### src/rtl/ciclo_lavagem.sv
// rtl/ciclo_lavagem.sv - wash-cycle sequencer: fill/wash/drain/rinse/spin with second-based timers
module ciclo_lavagem #(
    parameter int TICKS_PER_SEC  = 50_000_000,
    parameter int WASH_S         = 10,
    parameter int RINSE_S        = 5,
    parameter int SPIN_S         = 8,
    parameter int FILL_TIMEOUT_S = 30
) (
    input  logic       clock,
    input  logic       reset,
    input  logic [2:0] mode,
    input  logic       start,
    input  logic       pause,
    input  logic       door_closed,
    input  logic       water_full,
    input  logic       water_empty,
    output logic       valve_in,
    output logic       pump_out,
    output logic       motor_wash,
    output logic       motor_spin,
    output logic       door_lock,
    output logic [2:0] phase,
    output logic [7:0] secs_left,
    output logic       paused,
    output logic       done,
    output logic       error
);
    localparam int            PW          = (TICKS_PER_SEC > 1) ? $clog2(TICKS_PER_SEC) : 1;
    localparam logic [PW-1:0] PRE_MAX     = PW'(TICKS_PER_SEC - 1);
    localparam logic [7:0]    WASH_STEP   = 8'(WASH_S);
    localparam logic [7:0]    RINSE_DUR   = 8'(RINSE_S);
    localparam logic [7:0]    SPIN_DUR    = 8'(SPIN_S);
    localparam logic [7:0]    TIMEOUT_DUR = 8'(FILL_TIMEOUT_S);

    typedef enum logic [2:0] {
        S_IDLE  = 3'd0,
        S_FILL  = 3'd1,
        S_WASH  = 3'd2,
        S_DRAIN = 3'd3,
        S_RINSE = 3'd4,
        S_SPIN  = 3'd5,
        S_DONE  = 3'd6,
        S_ERROR = 3'd7
    } state_t;

    state_t        state, n_state;
    logic [2:0]    mode_q, n_mode;
    logic [1:0]    rinses_left, n_rinses;
    logic          washed, n_washed;
    logic [PW-1:0] presc, n_presc;
    logic [7:0]    n_secs;
    logic          n_paused;
    logic          n_running;
    logic          tick;
    logic          last_sec;
    logic [7:0]    wash_dur;
    logic [7:0]    spin_dur;

    assign phase    = state;
    assign wash_dur = {5'd0, mode_q} * WASH_STEP;
    assign spin_dur = (mode_q == 3'd4) ? (SPIN_DUR + SPIN_DUR) : SPIN_DUR;

    // Next-state, timer and pause decisions; a frozen (paused) cycle neither ticks nor changes phase
    always_comb begin
        n_state  = state;
        n_mode   = mode_q;
        n_rinses = rinses_left;
        n_washed = washed;
        n_presc  = presc;
        n_secs   = secs_left;
        n_paused = paused;
        tick     = (presc == PRE_MAX);
        last_sec = tick && (secs_left == 8'd1);
        case (state)
            S_IDLE: begin
                if (start && door_closed && (mode >= 3'd1) && (mode <= 3'd4)) begin
                    n_state  = S_FILL;
                    n_mode   = mode;
                    n_rinses = (mode >= 3'd3) ? 2'd2 : 2'd1;
                    n_washed = 1'b0;
                end
            end
            S_FILL, S_WASH, S_DRAIN, S_RINSE, S_SPIN: begin
                if (paused) begin
                    if (pause && door_closed) n_paused = 1'b0;
                end else begin
                    if (tick) begin
                        n_presc = '0;
                        n_secs  = secs_left - 8'd1;
                    end else begin
                        n_presc = presc + 1'b1;
                    end
                    if (pause || !door_closed) n_paused = 1'b1;
                    case (state)
                        S_FILL: begin
                            // the level sensor beats a simultaneous timeout
                            if (water_full) begin
                                n_state  = washed ? S_RINSE : S_WASH;
                                n_washed = 1'b1;
                            end else if (last_sec) begin
                                n_state = S_ERROR;
                            end
                        end
                        S_DRAIN: begin
                            if (water_empty) begin
                                if (rinses_left != 2'd0) begin
                                    n_rinses = rinses_left - 2'd1;
                                    n_state  = S_FILL;
                                end else begin
                                    n_state = S_SPIN;
                                end
                            end else if (last_sec) begin
                                n_state = S_ERROR;
                            end
                        end
                        S_WASH, S_RINSE: if (last_sec) n_state = S_DRAIN;
                        S_SPIN:          if (last_sec) n_state = S_DONE;
                        default: ;
                    endcase
                end
            end
            S_DONE: if (!door_closed) n_state = S_IDLE;
            default: ;
        endcase
        n_running = n_state inside {S_FILL, S_WASH, S_DRAIN, S_RINSE, S_SPIN};
        if (n_state != state) begin
            n_presc = '0;
            case (n_state)
                S_FILL, S_DRAIN: n_secs = TIMEOUT_DUR;
                S_WASH:          n_secs = wash_dur;
                S_RINSE:         n_secs = RINSE_DUR;
                S_SPIN:          n_secs = spin_dur;
                default:         n_secs = 8'd0;
            endcase
        end
        if (!n_running) n_paused = 1'b0;
    end

    // State register with actuator/status outputs registered from the next state
    always_ff @(posedge clock) begin
        if (reset) begin
            state       <= S_IDLE;
            mode_q      <= 3'd0;
            rinses_left <= 2'd0;
            washed      <= 1'b0;
            presc       <= '0;
            secs_left   <= 8'd0;
            paused      <= 1'b0;
            valve_in    <= 1'b0;
            pump_out    <= 1'b0;
            motor_wash  <= 1'b0;
            motor_spin  <= 1'b0;
            door_lock   <= 1'b0;
            done        <= 1'b0;
            error       <= 1'b0;
        end else begin
            state       <= n_state;
            mode_q      <= n_mode;
            rinses_left <= n_rinses;
            washed      <= n_washed;
            presc       <= n_presc;
            secs_left   <= n_secs;
            paused      <= n_paused;
            valve_in    <= (n_state == S_FILL) && !n_paused;
            pump_out    <= ((n_state == S_DRAIN) || (n_state == S_SPIN)) && !n_paused;
            motor_wash  <= ((n_state == S_WASH) || (n_state == S_RINSE)) && !n_paused;
            motor_spin  <= (n_state == S_SPIN) && !n_paused;
            // in ERROR the door stays locked while water remains in the drum
            door_lock   <= n_running || ((n_state == S_ERROR) && !water_empty);
            done        <= (n_state == S_DONE);
            error       <= (n_state == S_ERROR);
        end
    end
endmodule

### config.mk
export PLATFORM = sky130hd
export DESIGN_NAME = ciclo_lavagem
export DESIGN_NICKNAME = d
export VERILOG_FILES = /design/src/rtl/ciclo_lavagem.sv
export SDC_FILE = /design/constraint.sdc
export NUM_CORES = 1
export LEC_CHECK = 0
export ABC_CLOCK_PERIOD_IN_PS = 2700
export BUFFER_PORTS_ARGS = -buffer_cell sky130_fd_sc_hd__buf_4
export CAP_MARGIN = 20
export CELL_PAD_IN_SITES_DETAIL_PLACEMENT = 1
export CELL_PAD_IN_SITES_GLOBAL_PLACEMENT = 2
export CORE_ASPECT_RATIO = 1.75
export CORE_UTILIZATION = 38
export CTS_BUF_LIST = sky130_fd_sc_hd__clkbuf_4 sky130_fd_sc_hd__clkbuf_8
export DETAILED_ROUTE_END_ITERATION = 8
export GPL_TIMING_DRIVEN = 0
export PLACE_DENSITY = 0.79
export REMOVE_ABC_BUFFERS = 1
export SYNTH_ARGS = -nofsm -noshare
export SYNTH_HDL_FRONTEND = slang
export SYNTH_SLANG_ARGS = --single-unit
### constraint.sdc
create_clock -name clock -period 2.7 [get_ports clock]
set_clock_uncertainty 0.15 [all_clocks]
set_input_delay 0.675 -clock clock [delete_from_list [all_inputs] [get_ports clock]]
set_output_delay 0.675 -clock clock [all_outputs]
set_load 0.1 [all_outputs]
==> results of run 1 <==
-- metrics by stage --
| step | hold WS, ps | cells | TNS [ps] |
|---|---|---|---|
| CTS | 346 | 455 | 0 |
| global route | 379 | 462 | 0 |
| global placement | 320 | 440 | -28780 |
| finish | 340 | 462 | 0 |
| floorplan | 292 | 324 | -29570 |
| detailed placement | 332 | 443 | -12400 |
-- routing by layer --
layer | track usage [%] | share of wire [%]
met1 | 19.5 | 37
met2 | 39.0 | 59
met3 | 3.42 | 2.0
met4 | 5.74 | 1.7
met5 | 0 | 0
-- cell type report --
class | instances | area [sq um] | share of cell area (%)
repair buffers | 43 | 358 | 10.0
flip-flops and latches | 51 | 1030 | 28.9
multi-input cells | 263 | 1940 | 54.5
inverters | 10 | 37.5 | 1.05
well taps | 88 | 110 | 3.09
clock inverters | 1 | 5.00 | 0.140
clock buffers | 6 | 82.6 | 2.32
-- worst min-delay path: cells and delay by family (launching register included) --
kind	cells	cell delay, ps
and+or+nand+nor	1	60
DFF	1	340
AOI/OAI and AO/OA	1	50
-- how the worst max path moves through the flow --
stage / depth (start not counted) / start / to / slack (ps)
floorplan: 7 / phase[2]$_SDFF_PP0_ / secs_left[5]$_SDFFE_PP0P_ / -1260
global route: 9 / presc[1]$_SDFFE_PP0P_ / secs_left[2]$_SDFFE_PP0P_ / 6
detailed placement: 9 / phase[2]$_SDFF_PP0_ / secs_left[5]$_SDFFE_PP0P_ / -490
finish: 9 / presc[1]$_SDFFE_PP0P_ / paused$_SDFF_PP0_ / 140
global placement: 7 / phase[2]$_SDFF_PP0_ / secs_left[5]$_SDFFE_PP0P_ / -1400
CTS: 9 / presc[0]$_SDFFE_PP0P_ / presc[16]$_SDFFE_PP0P_ / 20
-- state kept, by name, summed over array words and instances (netlist names), 2 cells and up --
register,cells
mode_q,3
phase,3
rinses_left,2
presc,26
secs_left,8
-- cell usage after synthesis, drive strengths merged --
| master | count |
|---|---|
| nand3b | 1 |
| nand2 | 26 |
| o2bb2ai | 1 |
| a32oi | 2 |
| dfxtp | 51 |
| ha | 7 |
| mux2i | 2 |
| or3 | 3 |
| and4 | 2 |
| and2b | 1 |
| or3b | 1 |
| nor3 | 33 |
| xor2 | 14 |
| o211ai | 1 |
| nor3b | 2 |
| a311oi | 3 |
| a21o | 8 |
| clkbuf | 4 |
| o21a | 2 |
| a31oi | 1 |
| nor4 | 8 |
| a22oi | 2 |
| nand2b | 6 |
| a31o | 1 |
| or2 | 3 |
| nand4 | 11 |
| and3 | 5 |
| o41a | 1 |
| nand4b | 2 |
| xnor2 | 18 |
| a211oi | 6 |
| o21ai | 9 |
| nor2 | 33 |
| nor4b | 4 |
| nand3 | 14 |
| inv | 10 |
| nor2b | 5 |
| a21oi | 18 |
| and2 | 6 |
| buf | 12 |
| a211o | 1 |
-- what timing repair did --
item                                    CTS  global route
cloned                                    0             0
gates resized for setup                   8            13
buffers inserted                          5             7
endpoints found under the setup margin   40            29
pin swaps                                 3             6
-- kinds of logic after synthesis --
kind of cell / share of synthesized area (%)
AO/OA/AOI/OAI: 13.3
XOR/XNOR: 9.23
adder cells (fa/ha/maj): 2.88
buffers and inverters: 5.03
flip-flops: 33.6
multiplexers: 0.659
AND/OR/NAND/NOR: 35.3
-- power by group through the flow --
stage / clock network [mW] / registers [mW] / logic [mW]
after global routing: 0.508 / 0.815 / 0.455
after CTS: 0.486 / 0.811 / 0.406
after detailed placement: 0 / 0.828 / 0.397
after floorplan: 0 / 0.948 / 0.168
final: 0.458 / 0.810 / 0.424
after global placement: 0 / 0.827 / 0.383
==> insert_results.sql, run 1 <==
INSERT INTO impl_metrics (metric_group, metric, value, unit) VALUES
('synth', 'synth.yosys.seq_area_share', '33.6', '%'),
('route', 'drt_drc_violations_left', '0', ''),
('critical_path', 'worstSetupStartpointType', 'register', ''),
('grt', 'grt_pass1_wl', '12900', 'microns'),
('critical_path', 'critPathArrivalTime', '2620', 'ps'),
('layout', 'final_common_cell', 'sky130_fd_sc_hd__dfxtp_1', ''),
('clock_network', 'cts_buffers', '5', ''),
('synth', 'ys_ff_latch', '51', ''),
('power_and_ir_drop', 'pwr-share-comb', '25.0', '%'),
('critical_path', 'crit_family', 'simple AND/OR/NAND/NOR gates', ''),
('grt', 'antenna_found_initial', '0', ''),
('route', 'wl_per_cell', '16.5', 'microns'),
('sta', 'slew_headroom', '49.3', '%'),
('layout', 'antenna_cells_inserted', '0', ''),
('synth', 'yosys.area.top_type_share', '33.6', '%'),
('route', 'drt_pre_antenna_iters', '4', ''),
('clock_network', 'cts_tree', 'done', ''),
('sta', 'slack_of_the_critical_path', '141', 'ps'),
('layout', 'fillers', '895', ''),
('critical_path', 'path_class', 'reg -> reg', ''),
('power_and_ir_drop', 'ir_drop', '0.331', 'mV'),
('clock_network', 'worstSkewPairLatency', '310', 'ps'),
('grt', 'pin_count_of_the_biggest_net_entering_global_routing', '21', ''),
('critical_path', 'worst_r2r_startpoint', 'presc[1]$_SDFFE_PP0P_', ''),
('placement', 'detailedPlacementHpwl', '5780', 'microns'),
('clock_network', 'clock_sinks', '51', ''),
('placement', 'io_buffers', '28', ''),
('critical_path', 'worst_path_largest_cell_delay', '400', 'ps'),
('sta', 'final.min_clock_period', '2560', 'ps'),
('grt', 'globalRouteOverflowTotal', '0', ''),
('sta', 'slew_viol_final', '0', ''),
('layout', 'fin_nets', '391', ''),
('floorplanning', 'ioPinCount', '29', ''),
('power_and_ir_drop', 'p_int', '1.12', 'mW'),
('layout', 'most_frequent_cells_in_the_layout', 'sky130_fd_sc_hd__dfxtp_1 (46), sky130_fd_sc_hd__buf_4 (40), sky130_fd_sc_hd__nor2_1 (31)', ''),
('run', 'maxCapViolations', '0', ''),
('critical_path', 'path_buf_inv', '1', ''),
('synth', 'synthesis.area_per_instance', '8.93', 'sq um'),
('floorplanning', 'initial_utilization', '39.6', '%'),
('sta', 'final_hold_viol_count', '0', ''),
('power_and_ir_drop', 'sequentialPowerShare', '47.9', '%'),
('synth', 'syn_inst', '340', ''),
('route', 'postRouteWirelength', '7630', 'microns'),
('route', 'vias_per_cell', '5.62', ''),
('synth', 'synthesis.yosys.warnings', '0', ''),
('sta', 'fmax', '0.391', 'GHz'),
('layout', 'layout.cell_area.non_filler', '3560', 'sq um'),
('layout', 'layout.core_utilization', '46.5', '%'),
('placement', 'preCtsSetupSlack', '-493', 'ps'),
('clock_network', 'post_cts_hold_buffer_count', '0', ''),
('hold_path', 'timing.hold.worst_path_depth', '2', ''),
('status', 'run_status', 'finished clean', ''),
('sta', 'post-route-period-util', '94.8', '%'),
('clock_network', 'cts_max_path_buffers', '2', ''),
('sta', 'setup_viol', '0', ''),
('power_and_ir_drop', 'p_per_area', '475', 'nW/um^2'),
('synth', 'synth_area', '3040', 'sq um'),
('synth', 'synth_cell_type_count', '59', ''),
('power_and_ir_drop', 'switching_power', '576', 'uW'),
('critical_path', 'worst-endpoint-required', '2760', 'ps'),
('floorplanning', 'die_y', '120', 'microns'),
('power_and_ir_drop', 'p_total', '1.69', 'mW'),
('sta', 'tightest_slew', '755', 'ps'),
('floorplanning', 'rows', '42', ''),
('grt', 'grt_usage', '19.4', '%'),
('grt', 'grt_pass1_vias', '2640', ''),
('route', 'postRouteAntennaNets', '0', ''),
('power_and_ir_drop', 'clkPwrFrac', '27.1', '%'),
('placement', 'gp_routability_congestion', '0.737', ''),
('critical_path', 'critPathSlowestCell', 'sky130_fd_sc_hd__dfxtp_1', ''),
('hold_path', 'hold-path-endpoint', 'washed$_SDFFE_PP0P_', '');
(Power assumes the default switching activity.)
==> inputs of run 2 (changes only) <==
--- a/config.mk
+++ b/config.mk
@@ -6,7 +6,7 @@
 export NUM_CORES = 1
 export LEC_CHECK = 0
 export ABC_CLOCK_PERIOD_IN_PS = 2700
-export BUFFER_PORTS_ARGS = -buffer_cell sky130_fd_sc_hd__buf_4
+export BUFFER_PORTS_ARGS = -buffer_cell sky130_fd_sc_hd__buf_2
 export CAP_MARGIN = 20
 export CELL_PAD_IN_SITES_DETAIL_PLACEMENT = 1
 export CELL_PAD_IN_SITES_GLOBAL_PLACEMENT = 2
@@ -15,6 +15,7 @@
 export CTS_BUF_LIST = sky130_fd_sc_hd__clkbuf_4 sky130_fd_sc_hd__clkbuf_8
 export DETAILED_ROUTE_END_ITERATION = 8
 export GPL_TIMING_DRIVEN = 0
+export MAX_ROUTING_LAYER = met4
 export PLACE_DENSITY = 0.79
 export REMOVE_ABC_BUFFERS = 1
 export SYNTH_ARGS = -nofsm -noshare
==> run 2 against run 1 <==
Effect of this change:
- non-clock buffer count shrank 4
- global-route usage is 1.2 points higher
- final area fell by 3.4%
- utilization down 1.6 points
- die area unchanged
- worst setup slack improved by 28 ps
- via count down 2.4%
- sequential power about the same
- critical path depth fell by 1
- register-to-register slack improved by 30 ps
- critical path type unchanged
==> insert_results.sql, run 2 (synthesized netlist as in run 1, its figures left out) <==
INSERT INTO impl_metrics (metric_group, metric, value, unit) VALUES
('status', 'run_status', 'finished clean', ''),
('run', 'maxCapViolations', '0', ''),
('clock_network', 'cts_max_path_buffers', '2', ''),
('layout', 'final_common_cell', 'sky130_fd_sc_hd__dfxtp_1', ''),
('route', 'drt_drc_violations_left', '0', ''),
('placement', 'io_buffers', '28', ''),
('route', 'total_number_of_vias', '2534', ''),
('grt', 'antenna_found_initial', '0', ''),
('clock_network', 'worstSkewPairLatency', '320', 'ps'),
('layout', 'fin_nets', '387', ''),
('sta', 'slew_headroom', '53.2', '%'),
('route', 'wl_per_cell', '16.7', 'microns'),
('route', 'drt_pre_antenna_iters', '4', ''),
('power_and_ir_drop', 'p_per_area', '485', 'nW/um^2'),
('layout', 'finish.cell_count_without_fillers', '459', ''),
('sta', 'slew_viol_final', '0', ''),
('grt', 'pin_count_of_the_biggest_net_entering_global_routing', '21', ''),
('grt', 'grt_usage', '20.5', '%'),
('layout', 'syn2layout_area_growth', '13.4', '%'),
('placement', 'detailedPlacementHpwl', '5780', 'microns'),
('hold_path', 'hold_class', 'reg -> reg', ''),
('layout', 'top_reg_by_flops', 'presc', ''),
('floorplanning', 'ioPinCount', '29', ''),
('clock_network', 'h_tree_depth_reported_by_cts', '2', ''),
('power_and_ir_drop', 'p_total', '1.67', 'mW'),
('critical_path', 'crit_path_max_fanout', '8', ''),
('sta', 'tightest_slew', '696', 'ps'),
('clock_network', 'clock_slew_seen_by_the_registers_of_the_worst_setup_and_hold_paths', '90', 'ps'),
('floorplanning', 'rows', '42', ''),
('critical_path', 'worst-endpoint-required', '2800', 'ps'),
('grt', 'grt_pass1_wl', '13300', 'microns'),
('floorplanning', 'die_y', '120', 'microns'),
('layout', 'fillers', '929', ''),
('grt', 'grt_pass1_vias', '2728', ''),
('clock_network', 'cts_buffers', '5', ''),
('route', 'vias_per_cell', '5.52', ''),
('route', 'postRouteWirelength', '7660', 'microns'),
('layout', 'drive_gt1_share', '26.1', '%'),
('power_and_ir_drop', 'ir_drop', '0.323', 'mV'),
('layout', 'antenna_cells_inserted', '0', ''),
('clock_network', 'ctsRootBufferMaster', 'sky130_fd_sc_hd__clkbuf_8', ''),
('layout', 'largest_register_ffs', '26', ''),
('clock_network', 'clock_sinks', '51', ''),
('grt', 'globalRouteOverflowTotal', '0', ''),
('sta', 'final_hold_viol_count', '0', ''),
('floorplanning', 'initial_utilization', '39.6', '%'),
('placement', 'post-place-cells', '443', ''),
('sta', 'post-route-period-util', '93.7', '%'),
('critical_path', 'critPathArrivalTime', '2630', 'ps'),
('layout', 'most_frequent_cells_in_the_layout', 'sky130_fd_sc_hd__dfxtp_1 (45), sky130_fd_sc_hd__nor2_1 (32), sky130_fd_sc_hd__buf_2 (28)', ''),
('sta', 'setup_viol', '0', ''),
('sta', 'fin_worst_hold_slack', '343', 'ps'),
('floorplanning', 'die-width', '69.6', 'microns'),
('clock_network', 'cts_tree', 'done', ''),
('sta', 'final.min_clock_period', '2530', 'ps'),
('route', 'drt_iter0_drc', '104', ''),
('layout', 'layout.core_utilization', '44.9', '%'),
('floorplanning', 'die_area', '8370', 'sq um'),
('sta', 'unrepaired_setup_endpoints_after_global_routing', 'false', ''),
('placement', 'gp_routability_congestion', '0.753', ''),
('critical_path', 'worstSetupEndpointType', 'register', ''),
('layout', 'largest_registers', 'presc: 26 flops, secs_left: 8 flops', ''),
('floorplanning', 'fp.coreArea', '7670', 'sq um'),
('sta', 'fmax', '0.395', 'GHz'),
('critical_path', 'worstSetupStartpointType', 'register', ''),
('power_and_ir_drop', 'p_leak', '1.28', 'nW'),
('route', 'postRouteAntennaNets', '0', ''),
('critical_path', 'path_class', 'reg -> reg', '');
-- run 2: changes by cell type in the layout (fill, tap and decap cells not counted), sizes merged --
cell	before	now
buf	43	39
clkbuf	6	7
-- run 2: through the flow --
step | setup TNS, ps | setup WS, ps | instance area [sq um]
after floorplan | -29570 | -1260 | 2920
after global placement | -29770 | -1290 | 3170
after detailed placement | -14690 | -571 | 3210
after CTS | 0 | 3.49 | 3380
after global routing | 0 | 26.1 | 3440
final | 0 | 169 | 3440
-- run 2: final timing paths --
path	startpoint	slack, ps	depth (start not counted)	to
worst min register to register	rinses_left[0]$_SDFFE_PP0P_	340	1	rinses_left[0]$_SDFFE_PP0P_
worst min-delay path	rinses_left[0]$_SDFFE_PP0P_	340	1	rinses_left[0]$_SDFFE_PP0P_
worst max register to register	presc[0]$_SDFFE_PP0P_	170	8	secs_left[4]$_SDFFE_PP0P_
worst max-delay path	presc[0]$_SDFFE_PP0P_	170	8	secs_left[4]$_SDFFE_PP0P_
-- run 2: worst max-delay path, stage by stage (launching register included) --
cell,delay [ps]
sky130_fd_sc_hd__dfxtp_2,380
sky130_fd_sc_hd__ha_4,180
sky130_fd_sc_hd__nor4b_4,250
sky130_fd_sc_hd__nand4_2,200
sky130_fd_sc_hd__o41a_1,510
sky130_fd_sc_hd__o21ai_4,260
sky130_fd_sc_hd__and2b_1,180
sky130_fd_sc_hd__a32oi_1,120
sky130_fd_sc_hd__a211oi_2,230
-- run 2: final cells by class --
| cell class | count | area, sq um | area share (%) |
|---|---|---|---|
| clock buffer | 7 | 83.8 | 2.43 |
| clock inverter | 1 | 5.00 | 0.145 |
| inverter | 10 | 37.5 | 1.09 |
| multi-input combinational | 263 | 1920 | 55.9 |
| sequential | 51 | 1030 | 29.9 |
| tap | 88 | 110 | 3.20 |
| timing repair buffer | 39 | 254 | 7.38 |
-- run 2: report_power, final --
group | switching, mW | leakage, nW | internal (mW)
Sequential | 0.0345 | 0.416 | 0.777
Combinational | 0.281 | 0.813 | 0.113
Clock | 0.263 | 0.0491 | 0.203
Total | 0.578 | 1.28 | 1.09
-- run 2: timing repair --
| action | CTS | global route |
|---|---|---|
| hold buffers | 0 | 0 |
| buffers inserted | 5 | 3 |
| pin swaps | 3 | 4 |
| endpoints found under the setup margin | 40 | 26 |
| cloned | 0 | 0 |
| endpoints found under the hold margin | 0 | 0 |
| resized for setup | 8 | 9 |
-- run 2: per-layer routing --
layer / GRT usage [%] / routed length, microns / vias to the layer above
met5: - / 0 / -
met4: 7.53 / 165 / 0
met3: 3.00 / 138 / 12
met2: 39.0 / 4340 / 29
met1: 20.9 / 3020 / 1230
li1: - / - / 1263
